===== src/rtl/bound_flasher_pkg.sv =====
// Shared types for the bound flasher: the 3-bit state encoding and the
// elaboration-time parameter legality check.
package bound_flasher_pkg;

    typedef enum logic [2:0] {
        IDLE  = 3'd0,
        S1_UP = 3'd1,
        S2_DN = 3'd2,
        S3_UP = 3'd3,
        S4_DN = 3'd4,
        S5_UP = 3'd5,
        S6_DN = 3'd6,
        KB_DN = 3'd7
    } state_t;

    function automatic bit params_ok(input int width, input int b_lo,
                                     input int b_hi, input int div);
        return (width >= 4) && (width <= 64) && (b_lo >= 1) &&
               (b_lo < b_hi) && (b_hi < width) && (div >= 1);
    endfunction

endpackage


===== src/rtl/flasher_tick_gen.sv =====
// Step prescaler: pulses tick once every DIV cycles while run is high and
// parks its count at zero otherwise so every sequence starts on a full window.
module flasher_tick_gen #(
    parameter int DIV = 1
) (
    input  logic clk,
    input  logic rst,
    input  logic run,
    output logic tick
);

    localparam int CW = (DIV > 1) ? $clog2(DIV) : 1;
    localparam logic [CW-1:0] LAST = CW'(DIV - 1);

    logic [CW-1:0] cnt;

    always_ff @(posedge clk) begin
        if (!rst || !run) begin
            cnt <= '0;
        end else if (cnt == LAST) begin
            cnt <= '0;
        end else begin
            cnt <= cnt + CW'(1);
        end
    end

    assign tick = run && (cnt == LAST);

endmodule


===== src/rtl/bound_flasher_gen.sv =====
// Bounded lamp flasher: ramps a lit-count N up and down between fixed bounds,
// with flick-triggered kickbacks at the bound points.
module bound_flasher_gen
    import bound_flasher_pkg::*;
#(
    parameter int WIDTH = 16,
    parameter int B_LO  = 5,
    parameter int B_HI  = 10,
    parameter int DIV   = 1
) (
    input  logic             clk,
    input  logic             rst,
    input  logic             flick,
    output logic [WIDTH-1:0] led,
    output logic             busy,
    output logic [2:0]       phase
);

    localparam int NW = $clog2(WIDTH + 1);
    localparam logic [NW-1:0] TOP_N = NW'(WIDTH);
    localparam logic [NW-1:0] LO_N  = NW'(B_LO);
    localparam logic [NW-1:0] HI_N  = NW'(B_HI);

    if (!params_ok(WIDTH, B_LO, B_HI, DIV)) begin : g_bad_params
        $error("bound_flasher_gen: illegal WIDTH/B_LO/B_HI/DIV combination");
    end

    state_t        state, state_nx;
    state_t        resume_q, resume_nx;
    state_t        dn_exit;
    logic [NW-1:0] n, n_nx, n_inc, n_dec;
    logic [NW-1:0] floor_q, floor_nx, dn_floor;
    logic          run, tick, kick, flick_req;

    assign run = (state != IDLE);

    flasher_tick_gen #(.DIV(DIV)) u_tick (
        .clk  (clk),
        .rst  (rst),
        .run  (run),
        .tick (tick)
    );

    // A flick anywhere in the tick window counts at the window's closing tick.
    assign kick  = tick & (flick | flick_req);
    assign n_inc = n + NW'(1);
    assign n_dec = n - NW'(1);

    always_comb begin
        dn_floor = '0;
        dn_exit  = IDLE;
        case (state)
            S2_DN: begin
                dn_floor = LO_N;
                dn_exit  = S3_UP;
            end
            S4_DN: dn_exit = S5_UP;
            S6_DN: dn_exit = IDLE;
            KB_DN: begin
                dn_floor = floor_q;
                dn_exit  = resume_q;
            end
            default: ;
        endcase
    end

    always_comb begin
        state_nx  = state;
        n_nx      = n;
        floor_nx  = floor_q;
        resume_nx = resume_q;
        case (state)
            IDLE: begin
                if (flick) begin
                    state_nx = S1_UP;
                    n_nx     = '0;
                end
            end
            S1_UP: begin
                if (tick) begin
                    if (n == TOP_N) begin
                        state_nx = S2_DN;
                        n_nx     = n_dec;
                    end else if (kick && (n == LO_N || n == HI_N)) begin
                        state_nx  = KB_DN;
                        floor_nx  = '0;
                        resume_nx = S1_UP;
                        n_nx      = n_dec;
                    end else begin
                        n_nx = n_inc;
                    end
                end
            end
            S3_UP: begin
                if (tick) begin
                    if (n == HI_N) begin
                        state_nx = kick ? S2_DN : S4_DN;
                        n_nx     = n_dec;
                    end else begin
                        n_nx = n_inc;
                    end
                end
            end
            S5_UP: begin
                if (tick) begin
                    if (n == LO_N) begin
                        if (kick) begin
                            state_nx  = KB_DN;
                            floor_nx  = '0;
                            resume_nx = S5_UP;
                        end else begin
                            state_nx = S6_DN;
                        end
                        n_nx = n_dec;
                    end else begin
                        n_nx = n_inc;
                    end
                end
            end
            S2_DN, S4_DN, S6_DN, KB_DN: begin
                if (tick) begin
                    if (n == dn_floor) begin
                        state_nx = dn_exit;
                        n_nx     = (dn_exit == IDLE) ? n : n_inc;
                    end else begin
                        n_nx = n_dec;
                    end
                end
            end
            default: begin
                state_nx = IDLE;
                n_nx     = '0;
            end
        endcase
    end

    // Outputs are registered from the next-state values so they track state/N exactly.
    always_ff @(posedge clk) begin
        if (!rst) begin
            state     <= IDLE;
            n         <= '0;
            floor_q   <= '0;
            resume_q  <= S1_UP;
            flick_req <= 1'b0;
            led       <= '0;
            busy      <= 1'b0;
        end else begin
            state     <= state_nx;
            n         <= n_nx;
            floor_q   <= floor_nx;
            resume_q  <= resume_nx;
            flick_req <= tick ? 1'b0 : (flick_req | flick);
            led       <= ~({WIDTH{1'b1}} << n_nx);
            busy      <= (state_nx != IDLE);
        end
    end

    assign phase = state;

endmodule


===== config.mk =====
export PLATFORM = sky130hd
export DESIGN_NAME = bound_flasher_gen
export DESIGN_NICKNAME = d
export VERILOG_FILES = /design/src/rtl/bound_flasher_pkg.sv /design/src/rtl/flasher_tick_gen.sv /design/src/rtl/bound_flasher_gen.sv
export SDC_FILE = /design/constraint.sdc
export NUM_CORES = 1
export LEC_CHECK = 0
export CAP_MARGIN = 10
export CORE_MARGIN = 2
export CORE_UTILIZATION = 60
export DETAILED_ROUTE_END_ITERATION = 16
export PLACE_DENSITY = 0.92
export SETUP_SLACK_MARGIN = 0.4
export SLEW_MARGIN = 10
export SYNTH_ARGS = -nofsm -noshare
export SYNTH_HDL_FRONTEND = slang
export SYNTH_SLANG_ARGS = --single-unit

===== constraint.sdc =====
create_clock -name clk -period 6.5 [get_ports clk]
set_input_delay 1.3 -clock clk [delete_from_list [all_inputs] [get_ports clk]]
set_output_delay 1.3 -clock clk [all_outputs]
set_load 0.005 [all_outputs]

==> results of run 1 <==
## cell usage in the layout, fill, tap and decap left out, types with 4 or more instances in the layout
cell type	n
a21oi_1	19
clkdlybuf4s50_1	22
dfxtp_1	27
ha_1	4
inv_1	10
mux2i_1	4
nand2_1	19
nand3_1	8
nor2_1	13
nor2b_1	5
nor3_1	4
o21ai_0	20
o21ai_1	5
xor2_1	4
## stage by stage
| step | power [mW] | utilization, % | worst slack, ps | cell area, sq um |
|---|---|---|---|---|
| 2_1_floorplan | 0.232 | - | 3720 | 1980 |
| 3_3_place_gp | 0.254 | 69.8 | 2880 | 2170 |
| 3_5_place_dp | 0.255 | 69.8 | 2840 | 2170 |
| 4_1_cts | 0.327 | 70.8 | 3170 | 2200 |
| 5_1_grt | 0.341 | 70.8 | 3060 | 2200 |
| 6_report | 0.328 | 70.8 | 3100 | 2200 |
## critical path: stages
cell and delay [ps]:
clkdlybuf4s50_1 610, nor2_1 150, a211oi_1 440, o21ai_0 160, o211ai_1 240, o2111a_1 270
nor3b_1 300, o21ai_0 120
## logic make-up after synthesis
family / share of synthesized area, %
other: 0.190
buffers and inverters: 6.83
adder cells (fa/ha/maj): 2.53
multiplexers: 3.86
AO/OA/AOI/OAI: 29.5
XOR/XNOR: 1.77
AND/OR/NAND/NOR: 28.0
flip-flops: 27.3
## area by class of cell
cell class | instances | share of cell area, %
clock inverter | 1 | 0.342
clock buffer | 3 | 1.03
timing repair buffer | 23 | 10.4
sequential | 27 | 24.6
multi-input combinational | 185 | 59.3
inverter | 11 | 1.88
tap | 44 | 2.51
## layer usage
metal / vias to the layer above / global-route usage [%] / routed length [um]
met2: 136 / 46.8 / 2390
met4: 0 / 10.9 / 102
met3: 14 / 4.83 / 528
li1: 908 / - / -
met5: - / 0 / 0
met1: 831 / 41.5 / 2140
## registers in the layout, indices dropped and copies added, names as in the netlist
| signal | count |
|---|---|
| busy | 1 |
| flick_req | 1 |
| led | 16 |
| n | 4 |
| phase | 3 |
| resume_q | 1 |
| u_tick.cnt | 1 |
## power by group through the flow
| stage | Combinational [mW] | Clock (mW) | Sequential, mW |
|---|---|---|---|
| global placement | 0.0676 | 0 | 0.187 |
| detailed placement | 0.0684 | 0 | 0.187 |
| global route | 0.0761 | 0.0804 | 0.185 |
| CTS | 0.0690 | 0.0748 | 0.183 |
| floorplan | 0.0524 | 0 | 0.180 |
| finish | 0.0701 | 0.0746 | 0.183 |
## how the worst max path moves through the flow
stage                              end  slack [ps]
floorplan            led[4]$_SDFF_PN0_        3720
global placement    led[12]$_SDFF_PN0_        2880
detailed placement   led[5]$_SDFF_PN0_        2840
CTS                 led[12]$_SDFF_PN0_        3170
global route         led[5]$_SDFF_PN0_        3060
finish               led[8]$_SDFF_PN0_        3100
==> results_dict.tcl, run 1 <==
set metrics [dict create \
    outcome "finished clean" \
    drt_iter0_drc 210 \
    ir_worst_vdd_mv 0.140 \
    dp_hpwl_um 3760 \
    grt_pass1_wl_um 8270 \
    rows 20 \
    fin_crit_sh_pct 52.3 \
    r2r_end "led[8]$_SDFF_PN0_" \
    die_h_um 61.4 \
    critPathArrivalTime_ps 3600 \
    place_inst 290 \
    ys_seq_area_share_pct 27.3 \
    crit_required_ps 6700 \
    n_antenna_cell 0 \
    cts_resized 0 \
    crit_type "in2reg" \
    post_cts_buffers 0 \
    fmax_mhz 294 \
    antenna_found_initial 0 \
    route.detailed.drc 0 \
    p_clk_share_pct 22.7 \
    drt-total-wl_um 5160 \
    synth_area_sq_mm 0.00198 \
    min_path_cells 2 \
    htreeDepth 1 \
    finalHoldViolations 0 \
    pwr-share-seq_pct 55.9 \
    clock-sinks 27 \
    netlist.area_leader.share_pct 27.3 \
    setup_tns_ps 0 \
    start_kind "primary input" \
    wl_per_cell_um 17.5 \
    grt_overflow 0 \
    fin_nets 258 \
    syn_nets 246 \
    cp-startpoint "flick" \
    reg2reg_slack_ps 3390 \
    syn_avg_cell_area_sq_um 8.28 \
    setup_viol 0 \
    power.density_mw_per_mm2 149 \
    async_flop_share_pct 0 \
    skew_ps 14.3 \
    rsz0062_at_grt "no" \
    p_leak_nw 0.767 \
    drt_pass1_iterations 6 \
    holdPathEnd "resume_q[2]$_SDFFE_PN0P_" \
    switching_share_pct 30.7 \
    n_fill_cell 277 \
    synth.top_cells.by_area "dfxtp_1, o21ai_0, a21oi_1" \
    cts_tree "yes" \
    r2r-start "phase[1]$_SDFF_PN0_" \
    relSlewSlack_pct 42.4 \
    gp_congestion 0.983 \
    clkTransAtPathRegs_ps 150 \
    synth_area_leader_cell "dfxtp_1" \
    area_growth_pct 11.1 \
    crit_path_end_kind "flip-flop" \
    internal_power_mw 0.227 \
    synthCells 239 \
    synth_warnings 0 \
    fin_cells 294 \
    hp-class "reg2reg" \
    fin_crit_ps 3400 \
    cap_violations 0 \
    antenna_left 0 \
    initial_core_util_pct 63.7 \
    die_area_sq_mm 0.00377 \
    yosysMostFrequentCell "dfxtp_1" \
    synthDistinctLibCells 71 \
    vias_per_cell 6.43 \
    die_width_um 61.4 \
    synth_commonest_cells "dfxtp_1, o21ai_0, a21oi_1, nand2_1, nor2_1" \
    drive_gt1_share_pct 12.0 \
    drv_slew 0 \
    portBuffers 22 \
    grt_max_degree 34 \
    cts_buffers 3 \
    synth_flop_cell "dfxtp_1" \
    combPwrFrac_pct 21.4 \
    cts.hold.buffers_added 0 \
    clk_latency_ps 340 \
    track_usage_pct 29.8 \
    whs_ps 498 \
    grt_pass1_vias 1686 \
    cts_buffer_depth 2 \
    synth_edf_count 0 \
    final-seq-area_sq_um 541 \
    net-switching-power_mw 0.101 \
    cts_root_buf "clkbuf_4" \
    core_area_sq_mm 0.00310 \
    min-delay-start "resume_q[2]$_SDFFE_PN0P_" \
    worstMarginPinSlew_ps 863 \
    multi_input_area_sq_mm 0.00130 \
    vias 1889 \
    reg2reg_depth 7 \
    pin_count 23 \
    synth_seq_cells 27 \
    critical_path_peak_fanout 6 \
]
No activity file was read; power rests on OpenSTA's default activity.
==> run 2, diff against run 1 <==
--- a/config.mk
+++ b/config.mk
@@ -7,9 +7,9 @@
 export LEC_CHECK = 0
 export CAP_MARGIN = 10
 export CORE_MARGIN = 2
-export CORE_UTILIZATION = 60
+export CORE_UTILIZATION = 51
 export DETAILED_ROUTE_END_ITERATION = 16
-export PLACE_DENSITY = 0.92
+export PLACE_DENSITY = 0.84
 export SETUP_SLACK_MARGIN = 0.4
 export SLEW_MARGIN = 10
 export SYNTH_ARGS = -nofsm -noshare
==> constraint.sdc (replaced) <==
create_clock -name clk -period 2.9 [get_ports clk]
set_input_delay 0.58 -clock clk [delete_from_list [all_inputs] [get_ports clk]]
set_output_delay 0.58 -clock clk [all_outputs]
set_load 0.005 [all_outputs]
==> run 2 against run 1 <==
  * Non-clock buffer count up 21
  * Critical path depth up 1
  * Count of clock-buffer cells in the layout unchanged
  * Global-route usage down 2.6 points
  * Via count up 9.0%
  * Power up 150%
  * Clock skew down 5.9 ps
  * Flip-flop and latch count unchanged
  * Clock power rose to 2.9 times the previous value
  * Sequential share of layout area down 2.0 points
  * Worst setup slack worse by 2600 ps
  * Largest cell class unchanged
  * Largest power group unchanged
==> results_dict.tcl, run 2 (synthesis gave the netlist of run 1 again) <==
set metrics [dict create \
    outcome "finished clean" \
    cap_violations 0 \
    die_area_sq_mm 0.00439 \
    grt_pass1_wl_um 9190 \
    core_area_sq_mm 0.00369 \
    drive_gt1_share_pct 26.2 \
    worstMarginPinSlew_ps 617 \
    finalHoldViolations 0 \
    holdPathEnd "resume_q[2]$_SDFFE_PN0P_" \
    largest_register "led" \
    final_cell_mix "clkdlybuf4s50_1, buf_4, dfxtp_1" \
    path_cells "inv_2 > ha_2 > nand3b_1 > a2111o_1 > mux2i_1 > mux2_4 > o21ai_4 > nor2_4 > o31ai_1" \
    dpl_worst_slack_ps 127 \
    placed_area_sq_mm 0.00227 \
    track_usage_pct 27.3 \
    relSlewSlack_pct 58.9 \
    min_path_cells 2 \
    vias_per_cell 6.45 \
    n_antenna_cell 0 \
    skew_ps 8.44 \
    crit_path_end_kind "flip-flop" \
    htreeDepth 1 \
    fmax_mhz 410 \
    route.detailed.drc 0 \
    crit_slowest_cell "a2111o_1" \
    rsz0062_at_grt "yes" \
    largest_reg_flops 16 \
    slowest_delay_ps 550 \
    r2r_end "led[4]$_SDFF_PN0_" \
    critPathArrivalTime_ps 2630 \
    pin_count 23 \
    drt_iter0_drc 285 \
    final.setup.worst_slack_ps 462 \
    crit_required_ps 3090 \
    fin_nets 279 \
    path_buf_inv 1 \
    grt_pass1_vias 1887 \
    fin_crit_sh_pct 84.1 \
    setup_viol 0 \
    drt_pass1_iterations 5 \
    multi_input_area_sq_mm 0.00138 \
    hp-class "reg2reg" \
    reg2reg_depth 9 \
    place_inst 307 \
    crit_type "reg2reg" \
    fin_area_sq_mm 0.00247 \
    clkTransAtPathRegs_ps 100 \
    cts_buffer_depth 2 \
    n_fill_cell 326 \
    antenna_left 0 \
    drv_slew 0 \
    gp_congestion 1.03 \
    setup_tns_ps 0 \
    grt_overflow 0 \
    cts_root_buf "clkbuf_8" \
    die_width_um 66.3 \
    wl_per_cell_um 17.9 \
    area_growth_pct 24.7 \
    fin_crit_ps 2440 \
    clk_latency_ps 280 \
    antenna_found_initial 0 \
    critical_path_peak_fanout 5 \
    dp_hpwl_um 4080 \
    ir_worst_vdd_mv 0.276 \
    drt-total-wl_um 5710 \
    vias 2059 \
    portBuffers 22 \
    rows 22 \
    cts_buffers 3 \
    grt_max_degree 18 \
    power.density_mw_per_mm2 330 \
    cts_tree "yes" \
    initial_core_util_pct 53.6 \
    total_power_mw 0.814 \
    clock-sinks 27 \
    reg2reg_slack_ps 460 \
    cp_top_family "compound AO/OA/AOI/OAI gates" \
    r2r-start "n[1]$_SDFF_PN0_" \
    die_h_um 66.3 \
    start_kind "flip-flop" \
    final-seq-area_sq_um 557 \
    p_leak_nw 0.903 \
    min-delay-start "resume_q[2]$_SDFFE_PN0P_" \
    fin_cells 319 \
]
-- run 2: what timing repair did --
item,CTS,global route
hold buffers,0,0
resized for setup,14,20
pin swaps,7,16
buffers inserted,5,3
setup endpoints to repair,14,15
gates cloned,0,0
-- run 2: worst min-delay path, delay by kind of cell (launching register included) --
kind	cells	cell delay, ps
AO/OA/AOI/OAI	2	130
flip-flops	1	330
-- run 2: layout make-up --
type,count,share of cell area [%]
repair buffers,44,15.6
multi-input cells,185,55.7
clock buffers,3,1.67
well taps,48,2.43
flip-flops and latches,27,22.6
clock inverters,1,0.203
inverters,11,1.77
-- run 2: how the worst max path moves through the flow --
stage,startpoint,end,slack [ps],cells after the start
after global placement,flick,led[5]$_SDFF_PN0_,240,8
after detailed placement,flick,led[12]$_SDFF_PN0_,130,8
after global routing,n[1]$_SDFF_PN0_,led[4]$_SDFF_PN0_,360,9
after floorplan,n[0]$_SDFF_PN0_,led[5]$_SDFF_PN0_,550,10
final,n[1]$_SDFF_PN0_,led[4]$_SDFF_PN0_,460,9
after CTS,n[0]$_SDFF_PN0_,led[12]$_SDFF_PN0_,420,10
-- run 2: stage by stage --
step	hold slack, ps	utilization (%)
after CTS	492	64.4
after floorplan	450	-
after global placement	471	61.5
after global routing	531	66.9
after detailed placement	478	61.5
final	492	66.9
-- run 2: routing by layer --
layer	vias up	track usage, %	wire, um
met5	-	0	0
met4	0	15.1	298
met3	37	6.30	508
met2	133	42.6	2620
met1	946	34.3	2290
li1	943	-	-
-- run 2: power by group --
part	switching, mW	internal (mW)	leakage, nW	total, mW
clock	0.120	0.0964	0.0255	0.216
sequential	0.0159	0.385	0.224	0.401
combinational	0.108	0.0884	0.653	0.197
total	0.244	0.570	0.903	0.814
